[src/rtl/fp_pkg.sv]
// Shared FP32 definitions for the adder back end: field widths, special encodings,
// normalizer state encoding and the word packing helper.
package fp_pkg;

  localparam int         FP_EXP_W  = 8;
  localparam int         FP_FRAC_W = 23;
  localparam int         FP_BIAS   = 127;
  localparam logic [7:0] EXP_INF   = 8'hFF;
  localparam int         MAX_SHIFT = 23;

  typedef enum logic [2:0] {
    ST_IDLE  = 3'd0,
    ST_CHECK = 3'd1,
    ST_SHIFT = 3'd2,
    ST_ROUND = 3'd3,
    ST_OUT   = 3'd4
  } state_t;

  function automatic logic [31:0] pack_fp(input logic                 sign,
                                          input logic [FP_EXP_W-1:0]  exp,
                                          input logic [FP_FRAC_W-1:0] frac);
    return {sign, exp, frac};
  endfunction

endpackage

[src/rtl/fp_round_rne.sv]
// Round-to-nearest-even increment on a normalized mantissa using guard/round/sticky.
// A carry out of the top means the result wrapped to 1.000..; mant_rnd is then the renormalized value.
module fp_round_rne #(
  parameter int MAN_W = 24
) (
  input  logic [MAN_W-1:0] mant,
  input  logic [2:0]       grs,
  output logic [MAN_W-1:0] mant_rnd,
  output logic             mant_carry
);

  logic           up;
  logic [MAN_W:0] sum;

  // Ties (G=1, R=S=0) only round up when that makes the LSB even.
  assign up         = grs[2] & (grs[1] | grs[0] | mant[0]);
  assign sum        = {1'b0, mant} + {{MAN_W{1'b0}}, up};
  assign mant_carry = sum[MAN_W];
  assign mant_rnd   = mant_carry ? {1'b1, {(MAN_W-1){1'b0}}} : sum[MAN_W-1:0];

endmodule

[src/rtl/fp_normalize_pack.sv]
// FP32 adder post-ALU stage: iterative normalizer (one left shift per cycle), RNE rounding
// and IEEE-754 packing, with a single item in flight between valid/ready handshakes.
module fp_normalize_pack
  import fp_pkg::*;
#(
  parameter int EXP_W = 8,
  parameter int MAN_W = 24,
  parameter int BIAS  = 127
) (
  input  logic             clk,
  input  logic             rst,
  input  logic             in_valid,
  output logic             in_ready,
  input  logic             in_sign,
  input  logic [EXP_W-1:0] in_exp,
  input  logic [MAN_W-1:0] in_mant,
  input  logic             in_carry,
  input  logic [2:0]       in_grs,
  output logic             out_valid,
  input  logic             out_ready,
  output logic [31:0]      out_result,
  output logic             out_ovf,
  output logic             out_unf,
  output logic             out_zero
);

  localparam int EW = EXP_W + 2;
  typedef logic signed [EW-1:0] sexp_t;

  // Two extra exponent bits keep overflow/underflow visible instead of wrapping.
  localparam sexp_t EXP_MAX  = sexp_t'(2*BIAS + 1);
  localparam sexp_t EXP_ZERO = sexp_t'(0);

  state_t           state_q, state_d;
  logic             sign_q, sign_d;
  sexp_t            exp_q, exp_d;
  logic [MAN_W-1:0] mant_q, mant_d;
  logic             carry_q, carry_d;
  logic [2:0]       grs_q, grs_d;
  logic [4:0]       shcnt_q, shcnt_d;
  logic [31:0]      res_q, res_d;
  logic             ovf_q, ovf_d, unf_q, unf_d, zero_q, zero_d;

  logic [MAN_W-1:0] mant_shl, mant_rnd;
  logic [2:0]       grs_shl;
  sexp_t            exp_dec, exp_rnd;
  logic             rnd_carry;

  assign mant_shl = {mant_q[MAN_W-2:0], grs_q[2]};
  assign grs_shl  = {grs_q[1:0], 1'b0};
  assign exp_dec  = exp_q - sexp_t'(1);
  assign exp_rnd  = exp_q + sexp_t'(rnd_carry);

  fp_round_rne #(.MAN_W(MAN_W)) u_rnd (
    .mant       (mant_q),
    .grs        (grs_q),
    .mant_rnd   (mant_rnd),
    .mant_carry (rnd_carry)
  );

  always_comb begin
    state_d = state_q;
    sign_d  = sign_q;
    exp_d   = exp_q;
    mant_d  = mant_q;
    carry_d = carry_q;
    grs_d   = grs_q;
    shcnt_d = shcnt_q;
    res_d   = res_q;
    ovf_d   = ovf_q;
    unf_d   = unf_q;
    zero_d  = zero_q;
    case (state_q)
      ST_IDLE: begin
        if (in_valid) begin
          sign_d  = in_sign;
          exp_d   = sexp_t'({2'b00, in_exp});
          mant_d  = in_mant;
          carry_d = in_carry;
          grs_d   = in_grs;
          shcnt_d = '0;
          res_d   = '0;
          ovf_d   = 1'b0;
          unf_d   = 1'b0;
          zero_d  = 1'b0;
          state_d = ST_CHECK;
        end
      end
      ST_CHECK: begin
        if (carry_q) begin
          // Sum overflowed into the carry: one right shift, sticky absorbs what falls off.
          mant_d  = {carry_q, mant_q[MAN_W-1:1]};
          grs_d   = {mant_q[0], grs_q[2], grs_q[1] | grs_q[0]};
          exp_d   = exp_q + sexp_t'(1);
          carry_d = 1'b0;
          state_d = ST_ROUND;
        end else if (mant_q == '0 && grs_q == '0) begin
          res_d   = pack_fp(1'b0, 8'h00, 23'h0);
          zero_d  = 1'b1;
          state_d = ST_OUT;
        end else if (mant_q[MAN_W-1]) begin
          state_d = ST_ROUND;
        end else begin
          state_d = ST_SHIFT;
        end
      end
      ST_SHIFT: begin
        mant_d  = mant_shl;
        grs_d   = grs_shl;
        exp_d   = exp_dec;
        shcnt_d = shcnt_q + 5'd1;
        if (exp_dec <= EXP_ZERO ||
            (!mant_shl[MAN_W-1] && shcnt_q == 5'(MAX_SHIFT - 1))) begin
          res_d   = pack_fp(sign_q, 8'h00, 23'h0);
          unf_d   = 1'b1;
          zero_d  = 1'b1;
          state_d = ST_OUT;
        end else if (mant_shl[MAN_W-1]) begin
          state_d = ST_ROUND;
        end
      end
      ST_ROUND: begin
        mant_d  = mant_rnd;
        exp_d   = exp_rnd;
        state_d = ST_OUT;
        if (exp_rnd >= EXP_MAX) begin
          res_d = pack_fp(sign_q, EXP_INF, 23'h0);
          ovf_d = 1'b1;
        end else if (exp_rnd <= EXP_ZERO) begin
          res_d  = pack_fp(sign_q, 8'h00, 23'h0);
          unf_d  = 1'b1;
          zero_d = 1'b1;
        end else begin
          res_d = pack_fp(sign_q, exp_rnd[EXP_W-1:0], mant_rnd[MAN_W-2:0]);
        end
      end
      ST_OUT: begin
        if (out_ready) state_d = ST_IDLE;
      end
      default: state_d = ST_IDLE;
    endcase
  end

  always_ff @(posedge clk) begin
    if (rst) begin
      state_q <= ST_IDLE;
      sign_q  <= 1'b0;
      exp_q   <= '0;
      mant_q  <= '0;
      carry_q <= 1'b0;
      grs_q   <= '0;
      shcnt_q <= '0;
      res_q   <= '0;
      ovf_q   <= 1'b0;
      unf_q   <= 1'b0;
      zero_q  <= 1'b0;
    end else begin
      state_q <= state_d;
      sign_q  <= sign_d;
      exp_q   <= exp_d;
      mant_q  <= mant_d;
      carry_q <= carry_d;
      grs_q   <= grs_d;
      shcnt_q <= shcnt_d;
      res_q   <= res_d;
      ovf_q   <= ovf_d;
      unf_q   <= unf_d;
      zero_q  <= zero_d;
    end
  end

  assign in_ready   = (state_q == ST_IDLE);
  assign out_valid  = (state_q == ST_OUT);
  assign out_result = res_q;
  assign out_ovf    = ovf_q;
  assign out_unf    = unf_q;
  assign out_zero   = zero_q;

endmodule

[config.mk]
export PLATFORM = sky130hd
export DESIGN_NAME = fp_normalize_pack
export DESIGN_NICKNAME = d
export VERILOG_FILES = /design/src/rtl/fp_pkg.sv /design/src/rtl/fp_round_rne.sv /design/src/rtl/fp_normalize_pack.sv
export SDC_FILE = /design/constraint.sdc
export NUM_CORES = 1
export LEC_CHECK = 0
export ABC_AREA = 1
export BUFFER_PORTS_ARGS = -buffer_cell sky130_fd_sc_hd__buf_2
export CORE_MARGIN = 4
export CORE_UTILIZATION = 60
export CTS_CLUSTER_DIAMETER = 100
export DETAILED_ROUTE_END_ITERATION = 6
export PLACE_DENSITY = 0.83
export SYNTH_ARGS = -nofsm -noshare
export SYNTH_HDL_FRONTEND = slang
export SYNTH_SLANG_ARGS = --single-unit
[constraint.sdc]
create_clock -name clk -period 6.2 [get_ports clk]
set_clock_uncertainty 0.1 [all_clocks]
set_input_delay 0.62 -clock clk [delete_from_list [all_inputs] [get_ports clk]]
set_output_delay 0.62 -clock clk [all_outputs]
set_load 0.05 [all_outputs]
### Word level (Yosys, flattened, before mapping)

Index checks and enable logic that the tools add are counted.

* flip-flop bits (word level): 82
* output and inout bits: 37

* $lt $le $gt $ge: 3
* mux-type cells: 39
* reduce and logical (&&, ||, !) cells: 23
* equality and inequality tests: 15
* add/subtract/negate cells: 5
* bitwise logic cells: 3

Operators by type and width (number)
* $mux W32: 4
* $pmux W32 S4: 1
* $pmux W24 S4: 1
* $mux W24: 3
* $mux W31: 2
* $pmux W10 S4: 1
* $add A24 B1 Y25: 1
* $logic_not A24 Y1: 1
* $mux W3: 8
* $le A10 B1 Y1 const B: 2
* $mux W10: 2
* $ne A2 B2 Y1 const B: 8
* $pmux W3 S5: 1
* $reduce_and A3 Y1: 4
* $add A10 B2 Y10: 1
* $add A10 B2 Y10 const B: 1
* $ge A10 B9 Y1 const B: 1
* $pmux W5 S2: 1
* $reduce_and A5 Y1: 2
* $sub A10 B2 Y10 const B: 1
* $mux W1: 9
* $pmux W3 S3: 1
* $reduce_and A7 Y1: 1
* $eq A3 B2 Y1 const B: 2
* other kinds (20): 29

### Longest topological paths before layout

Gate-level depths: netlist of the first run.

* depth after elaboration: 9
* depth in mapped cells: 25
* mapped depth without buffers: 25

### By module

From an unflattened synthesis of the first run, not the netlist that was laid out.

* cell total of the unflattened synthesis: 980
* area, all modules: 6014.5 um2

By module, submodules not included
* fp_normalize_pack: instances 1, sequential area each 1641.6 um2, area an instance 5201.2 um2, cells an instance 818
* fp_round_rne: instances 1, sequential area each 0.0 um2, area an instance 813.3 um2, cells an instance 162

### Worst setup path after synthesis of the first run

No wires, ideal clock.

* path type: register to register
* from: reg grs_q[2]
* to: reg res_q[22] (netlist: out_result[22])
* cell stages (with the launch flop): 24
* library setup time: 0.132 ns
* data required time: 5.968 ns
* buffers on the path: 1
* clock period less this slack: 3.202 ns
* arrival: 2.969 ns
* setup slack: 2.998 ns
* path through: dfxtp_1 nand2_1 inv_1 ha_1 nand2_1 nor2_1 nand2_1 inv_2 nand2_1 nor2_1 nand2_1 nor3_1 ha_1 ha_1 nand3_1 nor2_1 nand2_1 nand2_1 nand3_2 o21ai_4 nand2_4 buf_6 nand3_1 a21oi_1

* word-level cells in the longest chain between the ends: 7

Ends and longest elaborated chain
* from (decl): RTL line fp_normalize_pack.sv:39 `logic [2:0] grs_q, grs_d;`
* from (signal assigned): RTL line fp_normalize_pack.sv:163 `grs_q <= grs_d;`
* $and A1 B1 Y1: RTL line fp_round_rne.sv:16 `assign up = grs[2] & (grs[1] | grs[0] | mant[0]);`
* $add A24 B1 Y25: RTL line fp_round_rne.sv:17 `assign sum = {1'b0, mant} + {{MAN_W{1'b0}}, up};`
* $add A10 B2 Y10: RTL line fp_normalize_pack.sv:52 `assign exp_rnd = exp_q + sexp_t'(rnd_carry);`
* $le A10 B1 Y1: RTL line fp_normalize_pack.sv:129 `end else if (exp_rnd <= EXP_ZERO) begin`
* $mux W31: RTL line fp_normalize_pack.sv:129
* $mux W31: RTL line fp_normalize_pack.sv:126 `if (exp_rnd >= EXP_MAX) begin`
* $pmux W32 S4: RTL line fp_normalize_pack.sv:73 `case (state_q)`
* to (signal assigned): RTL line fp_normalize_pack.sv:165 `res_q <= res_d;`
* to (decl): RTL line fp_normalize_pack.sv:41 `logic [31:0] res_q, res_d;`

Several ways; a longest one is shown, not always the timed one.
A chain may end at the register's enable or synchronous reset.

### Final worst setup path of the first run

* from: reg grs_q[2]
* to: reg res_q[24] (netlist: out_result[24])

The elaborated chain is that of the path after synthesis.

==> results of run 1 <==
## logic make-up after synthesis
kind of cell    count (synthesis)  share of synthesized area (%)
buf+inv                       150                          10.97
compound gates                181                          18.27
flops                          82                          28.51
xor+xnor                       11                          1.804
fa+ha+maj                       9                          1.956
simple gates                  508                          38.48
## power breakdown
part	leakage (nW)	internal, mW	switching, mW	total (mW)
combinational	2.11	0.512	1.25	1.76
clock	0.0886	0.152	0.235	0.387
sequential	0.671	0.677	0.226	0.903
total	2.87	1.34	1.71	3.05
## per-stage QoR
stage	hold WS, ps	power (mW)	cell area [um2]	setup WS, ps	instances
floorplan	358.6	2.253	5758	2998	941
global placement	338.3	2.599	6125	2605	1112
detailed placement	344.6	2.615	6125	2355	1112
CTS	358.3	3.001	6306	2311	1128
global route	374.3	3.297	6306	1858	1128
finish	358.8	3.051	6306	2235	1128
## area by class of cell
class	instances	area (um2)
well taps	129	161.4
repair buffers	81	415.4
fillers	877	2978
flip-flops and latches	82	1642
clock inverters	7	57.56
clock buffers	9	123.9
inverters	111	419.2
multi-input cells	709	3487
## synth_stat cells, drive strengths merged
library cell and number:
a211oi 2, a21oi 93, a221oi 8, buf 22, clkbuf 17, clkinv 2
dfxtp 82, ha 9, inv 109, nand2 284, nand3 63, nand3b 3
nand4 12, nor2 122, nor3 17, nor3b 1, nor4 1, o2111ai 7
o211ai 6, o21ai 46, o221ai 2, o22ai 10, o31ai 7, or2 5
xor2 11
## final timing paths
| path | from | endpoint | slack, ps | cells after the start |
|---|---|---|---|---|
| worst max register to register | grs_q[2] | out_result[24] | 2230 | 23 |
| worst min register to register | out_ovf | out_ovf | 360 | 2 |
| worst max-delay path | grs_q[2] | out_result[24] | 2230 | 23 |
| worst min-delay path | out_ovf | out_ovf | 360 | 2 |
## worst max-delay path, delay by kind of cell (launching register included)
kind / cells / cell delay, ps
compound gates: 2 / 460
flops: 1 / 410
fa+ha+maj: 3 / 600
buf+inv: 2 / 270
simple gates: 16 / 2070
## flip-flops by register name, summed over array words and instances (netlist names)
signal	count
exp_q	10
carry_q	1
out_ovf	1
out_unf	1
state_q	3
mant_q	24
sign_q	1
grs_q	3
out_zero	1
shcnt_q	5
out_result	32
## per-layer routing
layer,vias up,part of all wire (%),GRT usage [%],routed length [um]
met5,-,0,0,0
met2,401,42,44.81,7267
met4,0,1.8,9.713,306
met3,36,12,7.286,2023
li1,3168,-,-,-
met1,2891,45,45.83,7853
==> run metrics, run 1 <==
core footprint roughly 9300 um2; drt initial violations ~760; RSZ-0062 raised after global routing no; vias in the first global route ~5,700; # DRC 0; flops & latches, synth 82; Setup TNS Final 0 ps; die span in y roughly 110 um; Max IR drop VDD approximately 0.00027 V; Worst EP arrival approximately 4200 ps; Layout area overhead 9.518%; Clock Tree Buf Depth 2; minimum clock period 3965 ps; dominant cells by area after synthesis dfxtp_1 29%, nand2_1 18%, a21oi_1 8.0%, nor2_1 7.0%, inv_1 6.4%; Fin. Hold Viols 0; CP Class reg -> reg; TritonRoute pass-1 iters 6; Vias/cell roughly 5.8; fin crit share approximately 64%; Clock transition at path regs around 90 ps; Setup crit start kind register; chip width around 110 um; global-route wire length before repair between 20 and 30 mm; Synth Area per Inst 6.119 um2; DP HPWL between 10 and 15 mm; Gate Count Post-Synth 941; DIE AREA around 11,000 um2; synthesized area roughly 5800 um2; gpl congestion between 0.9 and 1; clock root buffer clkbuf_8; clock sinks 82; wire per inst approximately 15 um; commonest non-fill, non-tap cells in the layout 273 x nand2_1, 106 x nor2_1, 98 x inv_1, 92 x a21oi_1, 82 x dfxtp_1; most common cell after layout, fill and taps aside nand2_1; crit path max fanout 15; leading area contributor after synthesis dfxtp_1; pwr dens 483.9 nW/um2; Final Max Tran Viols 0; input/output buffers 77; max-cap violations 0; worst slew pin tran roughly 700 ps; Antenna Cells 0; Yosys warning count 0; cell mode on critical path nand2_1; hold buffers post-CTS 0; sequential fraction of the synthesis area around 29%; Final setup viols 0; CP cell instances nand2_1 > inv_1 > ha_1 > nand2_1 > nor2_1 > nand2_1 > inv_2 > nand2_1 > nor2_1 > nand2_1 > nor3_1 > ha_1 > ha_1 > nand3_1 > nor2_1 > nand2_1 > nand2_1 > nand3_2 > o21ai_4 > nand2_4 > nand2_1 > nand2_1 > a21oi_1; grt ovf 0; FMAX roughly 250 MHz; Post-CTS Setup Repair Bufs 0; CTS tree built; share of layout cells above drive strength 1 between 10% and 20%; CP required roughly 6400 ps; Final nets approximately 1,000; FP Rows 35; DR vias 6,496; Leakage ~2.9 nW; initial antenna violation count 0; CP endpoint kind register; post-CTS sizing 0; slew margin rel. around 53%; Hold Crit Class reg -> reg; top cell type's share of synthesized area roughly 29%; CTS buffer count 9; Final Core Density between 60% and 70%; outcome complete, no violations; global-route usage over all layers 31.14%; largest net degree at the start of global routing 63; Yosys cell types 44; post-route ant nets 0; CP max stage delay ~410 ps; IO Pins 78; CP max stage cell dfxtp_1; worst skew pair latency 370 ps; Starting Density 62.02%; final wirelength between 15 and 20 mm; htree depth 3; synthesized net count ~990
Note: power is estimated with default switching activity, not from simulation.
==> run 2, diff against run 1 <==
--- a/config.mk
+++ b/config.mk
@@ -8,10 +8,10 @@
 export ABC_AREA = 1
 export BUFFER_PORTS_ARGS = -buffer_cell sky130_fd_sc_hd__buf_2
 export CORE_MARGIN = 4
-export CORE_UTILIZATION = 60
+export CORE_UTILIZATION = 53
 export CTS_CLUSTER_DIAMETER = 100
 export DETAILED_ROUTE_END_ITERATION = 6
-export PLACE_DENSITY = 0.83
+export PLACE_DENSITY = 0.77
 export SYNTH_ARGS = -nofsm -noshare
 export SYNTH_HDL_FRONTEND = slang
 export SYNTH_SLANG_ARGS = --single-unit
==> constraint.sdc (replaced) <==
create_clock -name clk -period 3.4 [get_ports clk]
set_clock_uncertainty 0.1 [all_clocks]
set_input_delay 0.34 -clock clk [delete_from_list [all_inputs] [get_ports clk]]
set_output_delay 0.34 -clock clk [all_outputs]
set_load 0.05 [all_outputs]
==> run metrics, run 2 (synthesis results as in run 1) <==
input/output buffers 77; global-route wire length before repair between 20 and 30 mm; most common cell after layout, fill and taps aside nand2_1; Clock transition at path regs 90 ps; Worst EP arrival around 3500 ps; Final setup viols 0; DP HPWL ~13 mm; worst skew pair latency roughly 380 ps; Leakage between 3 and 4 nW; Largest register FFs 32; Clock Tree Buf Depth 2; Antenna Cells 0; # DRC 0; hold buffers post-CTS 0; Final nets between 1,000 and 1,500; IO Pins a little under 80; total power approximately 6 mW; pwr dens 876.5 nW/um2; Setup crit start kind register; final wirelength roughly 19 mm; CP max stage cell dfxtp_2; worst slew pin tran 737.4 ps; drt initial violations 843; Starting Density 55.03%; die span in y 112.2 um; wire per inst 15.88 um; FP Rows 37; TritonRoute pass-1 iters 5; vias in the first global route 5,695; Fin. Hold Viols 0; core footprint approximately 10,000 um2; Hold Crit Class in -> reg; CP max stage delay around 340 ps; CP required approximately 3600 ps; CTS buffer count 9; crit path max fanout 6; CTS tree built; largest net degree at the start of global routing slightly above 60; Flop pwr share 26.9%; Layout area overhead 17.14%; internal power around 2.7 mW; CP top delay family simple AND/OR/NAND/NOR gates; minimum clock period 3262 ps; Vias/cell ~5.6; share of layout cells above drive strength 1 20.70%; initial antenna violation count 0; CP Class reg -> reg; DR vias between 6,000 and 7,000; FMAX 306.6 MHz; post-route ant nets 0; chip width 112.2 um; cell mode on critical path nand2_2; outcome complete, no violations; reported net switching power about 3.2 mW; clock root buffer clkbuf_8; Final Max Tran Viols 0; gpl congestion between 0.9 and 1; htree depth 3; grt ovf 0; Setup TNS Final 0 ps; DIE AREA about 13,000 um2; Logic pwr share 59.0%; global-route usage over all layers 28.37%; max-cap violations 0; Max IR drop VDD about 0.00066 V; Clk pwr share 14.1%; slew margin rel. about half; worst path bufs/invs 4; commonest non-fill, non-tap cells in the layout 262 x nand2_1, 102 x nor2_1, 97 x inv_1, 88 x a21oi_1, 80 x dfxtp_1; Sw Share ~54%; clock sinks 82; fin crit share 95.93%; CP endpoint kind register
-- run 2: changes by cell type in the layout (fill, tap and decap cells not counted), moves of 3 or more --
cell and change:
buf_4 +28, nand2_1 -11, nand2_2 +8, nand2_4 +5, nand3_1 -5, nand3_2 +5
a21oi_1 -4, a21oi_2 +4, nor2_1 -4, nor2_4 +4, ha_1 -3
-- run 2: worst paths after layout --
kind                                 from            end  slack (ps)  cells past startpoint
worst max-delay path            mant_q[0]  out_result[9]         140                     25
worst min register to register   out_zero       out_zero         350                      2
worst max register to register  mant_q[0]  out_result[9]         140                     25
worst min-delay path              in_sign         sign_q         100                      3
-- run 2: worst reg2reg max path, cell delays in order, from the launching register on --
cell	delay (ps)
dfxtp_2	340
nand2_2	60
inv_2	70
ha_4	140
nand2_4	60
nor2_4	130
nand2_2	60
inv_2	80
nand2_4	60
nor2_4	120
nand2_2	90
nor3_4	230
ha_2	230
ha_4	150
nand2_4	60
nor2_4	170
nand2_1	80
nand2_2	110
nor2_1	60
nand2_2	80
o21ai_4	60
buf_4	160
buf_4	140
nor2_4	150
nand2_1	80
a21oi_1	140
-- run 2: routing by layer --
layer / vias up / part of all wire [%] / GRT usage (%) / routed length [um]
met5: - / 0 / 0 / 0
met4: 0 / 1.8 / 8.093 / 336
met3: 29 / 11 / 5.984 / 2043
met2: 347 / 41 / 39.77 / 7615
met1: 2958 / 46 / 43.39 / 8505
li1: 3221 / - / - / -
-- run 2: final cells by class --
type | instances | area, um2
Timing Repair Buffer | 109 | 625.6
Inverter | 111 | 419.2
Clock inverter | 7 | 101.3
Fill cell | 1041 | 3717
Multi-Input combinational cell | 711 | 3661
Tap cell | 136 | 170.2
Clock buffer | 9 | 123.9
Sequential cell | 82 | 1644
-- run 2: metrics by stage --
step           setup slack, ps  utilization [%]  instances  hold slack [ps]  area (um2)
2_1_floorplan            198.3                -        941            358.6        5758
3_3_place_gp             88.08            59.91       1137            339.8        6269
3_5_place_dp            -17.26            59.91       1137            337.8        6269
4_1_cts                  69.77            62.11       1153            98.50        6499
5_1_grt                 -82.53            64.47       1165            130.7        6745
6_report                 138.4            64.47       1165            102.7        6745
-- run 2: power groups by stage --
| stage | Clock [mW] | Combinational [mW] | Sequential [mW] |
|---|---|---|---|
| after global placement | 0 | 3.30 | 1.58 |
| after global routing | 0.885 | 3.85 | 1.63 |
| after CTS | 0.845 | 3.33 | 1.56 |
| final | 0.832 | 3.49 | 1.59 |
| after floorplan | 0 | 2.51 | 1.60 |
| after detailed placement | 0 | 3.32 | 1.58 |
-- run 2: what timing repair did --
action	4_1_cts	5_1_grt
buffers inserted	0	10
gates cloned	0	2
gates resized for setup	1	42
endpoints found under the setup margin	14	35
pin swaps	0	24
==> run 3, diff against run 2 <==
--- a/config.mk
+++ b/config.mk
@@ -5,13 +5,13 @@
 export SDC_FILE = /design/constraint.sdc
 export NUM_CORES = 1
 export LEC_CHECK = 0
-export ABC_AREA = 1
+export ABC_AREA = 0
 export BUFFER_PORTS_ARGS = -buffer_cell sky130_fd_sc_hd__buf_2
 export CORE_MARGIN = 4
 export CORE_UTILIZATION = 53
 export CTS_CLUSTER_DIAMETER = 100
 export DETAILED_ROUTE_END_ITERATION = 6
-export PLACE_DENSITY = 0.77
+export PLACE_DENSITY = 0.78
 export SYNTH_ARGS = -nofsm -noshare
 export SYNTH_HDL_FRONTEND = slang
 export SYNTH_SLANG_ARGS = --single-unit
==> run metrics, run 3 <==
flops & latches, synth between 80 and 90; Vias/cell 6.549; clock root buffer clkbuf_8; grt ovf 0; Post-Layout Cell Count between 900 and 1,000; Starting Density 55.11%; r2r endpoint out_result[13]; RSZ-0062 raised after global routing yes; DP HPWL 13.85 mm; core footprint roughly 10000 um2; asr flop ratio synth 0%; commonest non-fill, non-tap cells in the layout 85 x buf_4, 80 x dfxtp_1, 77 x buf_2, 59 x nand2_1, 56 x nor2_1; global-route usage over all layers 32.78%; Antenna Cells 0; Fin. Hold Viols 0; Layout area overhead 26.32%; crit path max fanout 19; R2R setup slack -150 ps; met2 Track Usage GR between 40% and 50%; top cells by count, synth 82 x dfxtp_1, 60 x nand2_1, 58 x nor2_1, 56 x o21ai_0, 48 x clkbuf_1; leading area contributor after synthesis dfxtp_1; CP required roughly 3600 ps; CTS tree built; final wirelength 19.50 mm; largest net degree at the start of global routing 40; initial antenna violation count 0; vias in the first global route approximately 5,700; top_reg_cell synth dfxtp_1; hold endpoint sign_q; Final setup viols 25; DR vias about 6,300; Clock transition at path regs 90 ps; CTS buffer count 9; dpl cells a little over 900; CP max stage cell or4_4; WHS Path Cells 3; Max IR drop VDD ~0.0006 V; placed instance area between 6000 and 7000 um2; most common cell in the synthesized netlist dfxtp_1; clock sinks around 80; Placement Setup Slack -456.6 ps; failing checks negative setup slack; worst path bufs/invs 3; Clock Tree Buf Depth 2; fin crit share 104.4%; post-route ant nets 0; Setup crit start kind register; CP max stage delay about 450 ps; input/output buffers 77; gpl congestion about 0.98; Leakage roughly 2.7 nW; max-cap violations 0; Largest register FFs 32; cell mode on critical path ha_4; Final Max Tran Viols 0; Gate Count Post-Synth between 700 and 800; chip width 109.5 um; Yosys warning count 0; cell area after layout slightly below 7000 um2; # DRC 0; global-route wire length before repair about 30 mm; FMAX between 200 and 300 MHz; CP top delay family simple AND/OR/NAND/NOR gates; Final nets around 870; most used routing layer met2; total power about 6.0 mW; Reg2Reg Depth 15; wire per inst between 20 and 25 um; Final Core Density between 60 and 70%; top cell type's share of synthesized area between 30 and 40%; synthesized net count between 700 and 800; outcome finished, violations left; CP endpoint kind register; IO Pins between 70 and 80; hold_sp in_sign; pwr dens ~880 nW/um2; slew margin rel. a little under a third; Worst EP arrival around 3700 ps; FP Rows 36; share of layout cells above drive strength 1 28.55%; Hold Crit Class in -> reg; EDFF count, synth 0; sequential fraction of the synthesis area between 30% and 40%; TritonRoute pass-1 iters 5; worst slew pin tran ~1000 ps; CP cell instances and2_4 > ha_4 > nand4_1 > or4_4 > or2_4 > inv_4 > ha_4 > nand3_4 > or3_4 > buf_6 > a2111oi_4 > and3_4 > nor4_4 > buf_12 > a32o_1; DIE AREA 11,990 um2; most common cell after layout, fill and taps aside buf_4; Final WS setup -148.5 ps; FF-to-FF Start grs_q[2]; met1 Resource Use GR between 40% and 50%; die span in y around 110 um; Synth Area per Inst 7.692 um2; htree depth 3; dominant cells by area after synthesis dfxtp_1 30%, o21ai_0 5.1%, nand2_1 4.1%, a21oi_1 4.0%, nor2_1 4.0%; drt initial violations between 600 and 700; minimum clock period around 3500 ps; M3 GR Usage roughly 6.5%; CP Class reg -> reg; worst skew pair latency around 370 ps; Yosys cell types 73; synthesized area 5461 um2
run 3: changes by cell type after synthesis, moves of 13 or more:
| cell | delta |
|---|---|
| nand2_1 | -213 |
| inv_1 | -81 |
| nor2_1 | -49 |
| a21oi_1 | -48 |
| clkbuf_1 | +31 |
| nand3_1 | -25 |
| xnor2_1 | +20 |
| a22oi_1 | +19 |
| o21ai_0 | +18 |
| a22o_1 | +15 |
| a32o_1 | +13 |
run 3: worst max path at each step:
stage,slack (ps),startpoint,endpoint,cells past startpoint
detailed placement,-460,grs_q[2],out_result[11],14
global placement,-340,grs_q[2],out_result[20],14
finish,-150,grs_q[2],out_result[13],15
global route,-250,grs_q[2],out_result[13],15
CTS,-140,grs_q[2],out_result[13],15
floorplan,-90,grs_q[2],out_result[10],16
run 3: worst reg2reg max path, stage by stage, from the launching register on:
cell	delay (ps)
dfxtp_4	350
and2_4	150
ha_4	130
nand4_1	120
or4_4	450
or2_4	260
inv_4	80
ha_4	140
nand3_4	90
or3_4	410
buf_6	130
a2111oi_4	330
and3_4	260
nor4_4	60
buf_12	150
a32o_1	250
run 3: metrics by stage:
step / hold WS [ps] / TNS (ps)
final: 130.9 / -2200
after global placement: 329.9 / -6263
after floorplan: 336.6 / -875.7
after detailed placement: 335.6 / -8685
after CTS: 122.7 / -2105
after global routing: 120.1 / -5511
run 3: where the power goes:
part           total, mW  internal, mW  switching [mW]
Combinational       3.87          1.44            2.43
Clock              0.705         0.309           0.396
Sequential          1.46          1.21           0.255
Total               6.04          2.96            3.08
run 3: kinds of logic (layout without fill, tap and decap cells):
family                     Yosys count  count (layout)  share of synthesized area (%)
AOI/OAI and AO/OA                  242             242                          30.86
xor gates and xnor gates            32              32                          5.269
adders and majority gates            9               9                          2.062
buffers and inverters               89             202                          6.873
DFF                                 82              82                          30.06
muxes                               12              12                          2.451
and+or+nand+nor                    244             244                          22.43
run 3: what timing repair did:
item,in CTS,in global routing
hold buffers,0,0
pin swaps,12,9
gates resized for setup,20,10
endpoints found under the setup margin,29,30
setup buffers,9,5
run 3: per-layer routing:
| layer | wire, um | share of wire (%) |
|---|---|---|
| met1 | 8316 | 43 |
| met2 | 8385 | 43 |
| met3 | 2257 | 12 |
| met4 | 544 | 2.8 |
| met5 | 0 | 0 |
run 3: area by class of cell:
cell class,count,area (um2)
well taps,133,166.4
clock inverters,5,37.54
fillers,873,3010
multi-input cells,539,3732
flip-flops and latches,82,1649
clock buffers,11,151.4
inverters,19,73.82
repair buffers,167,1089
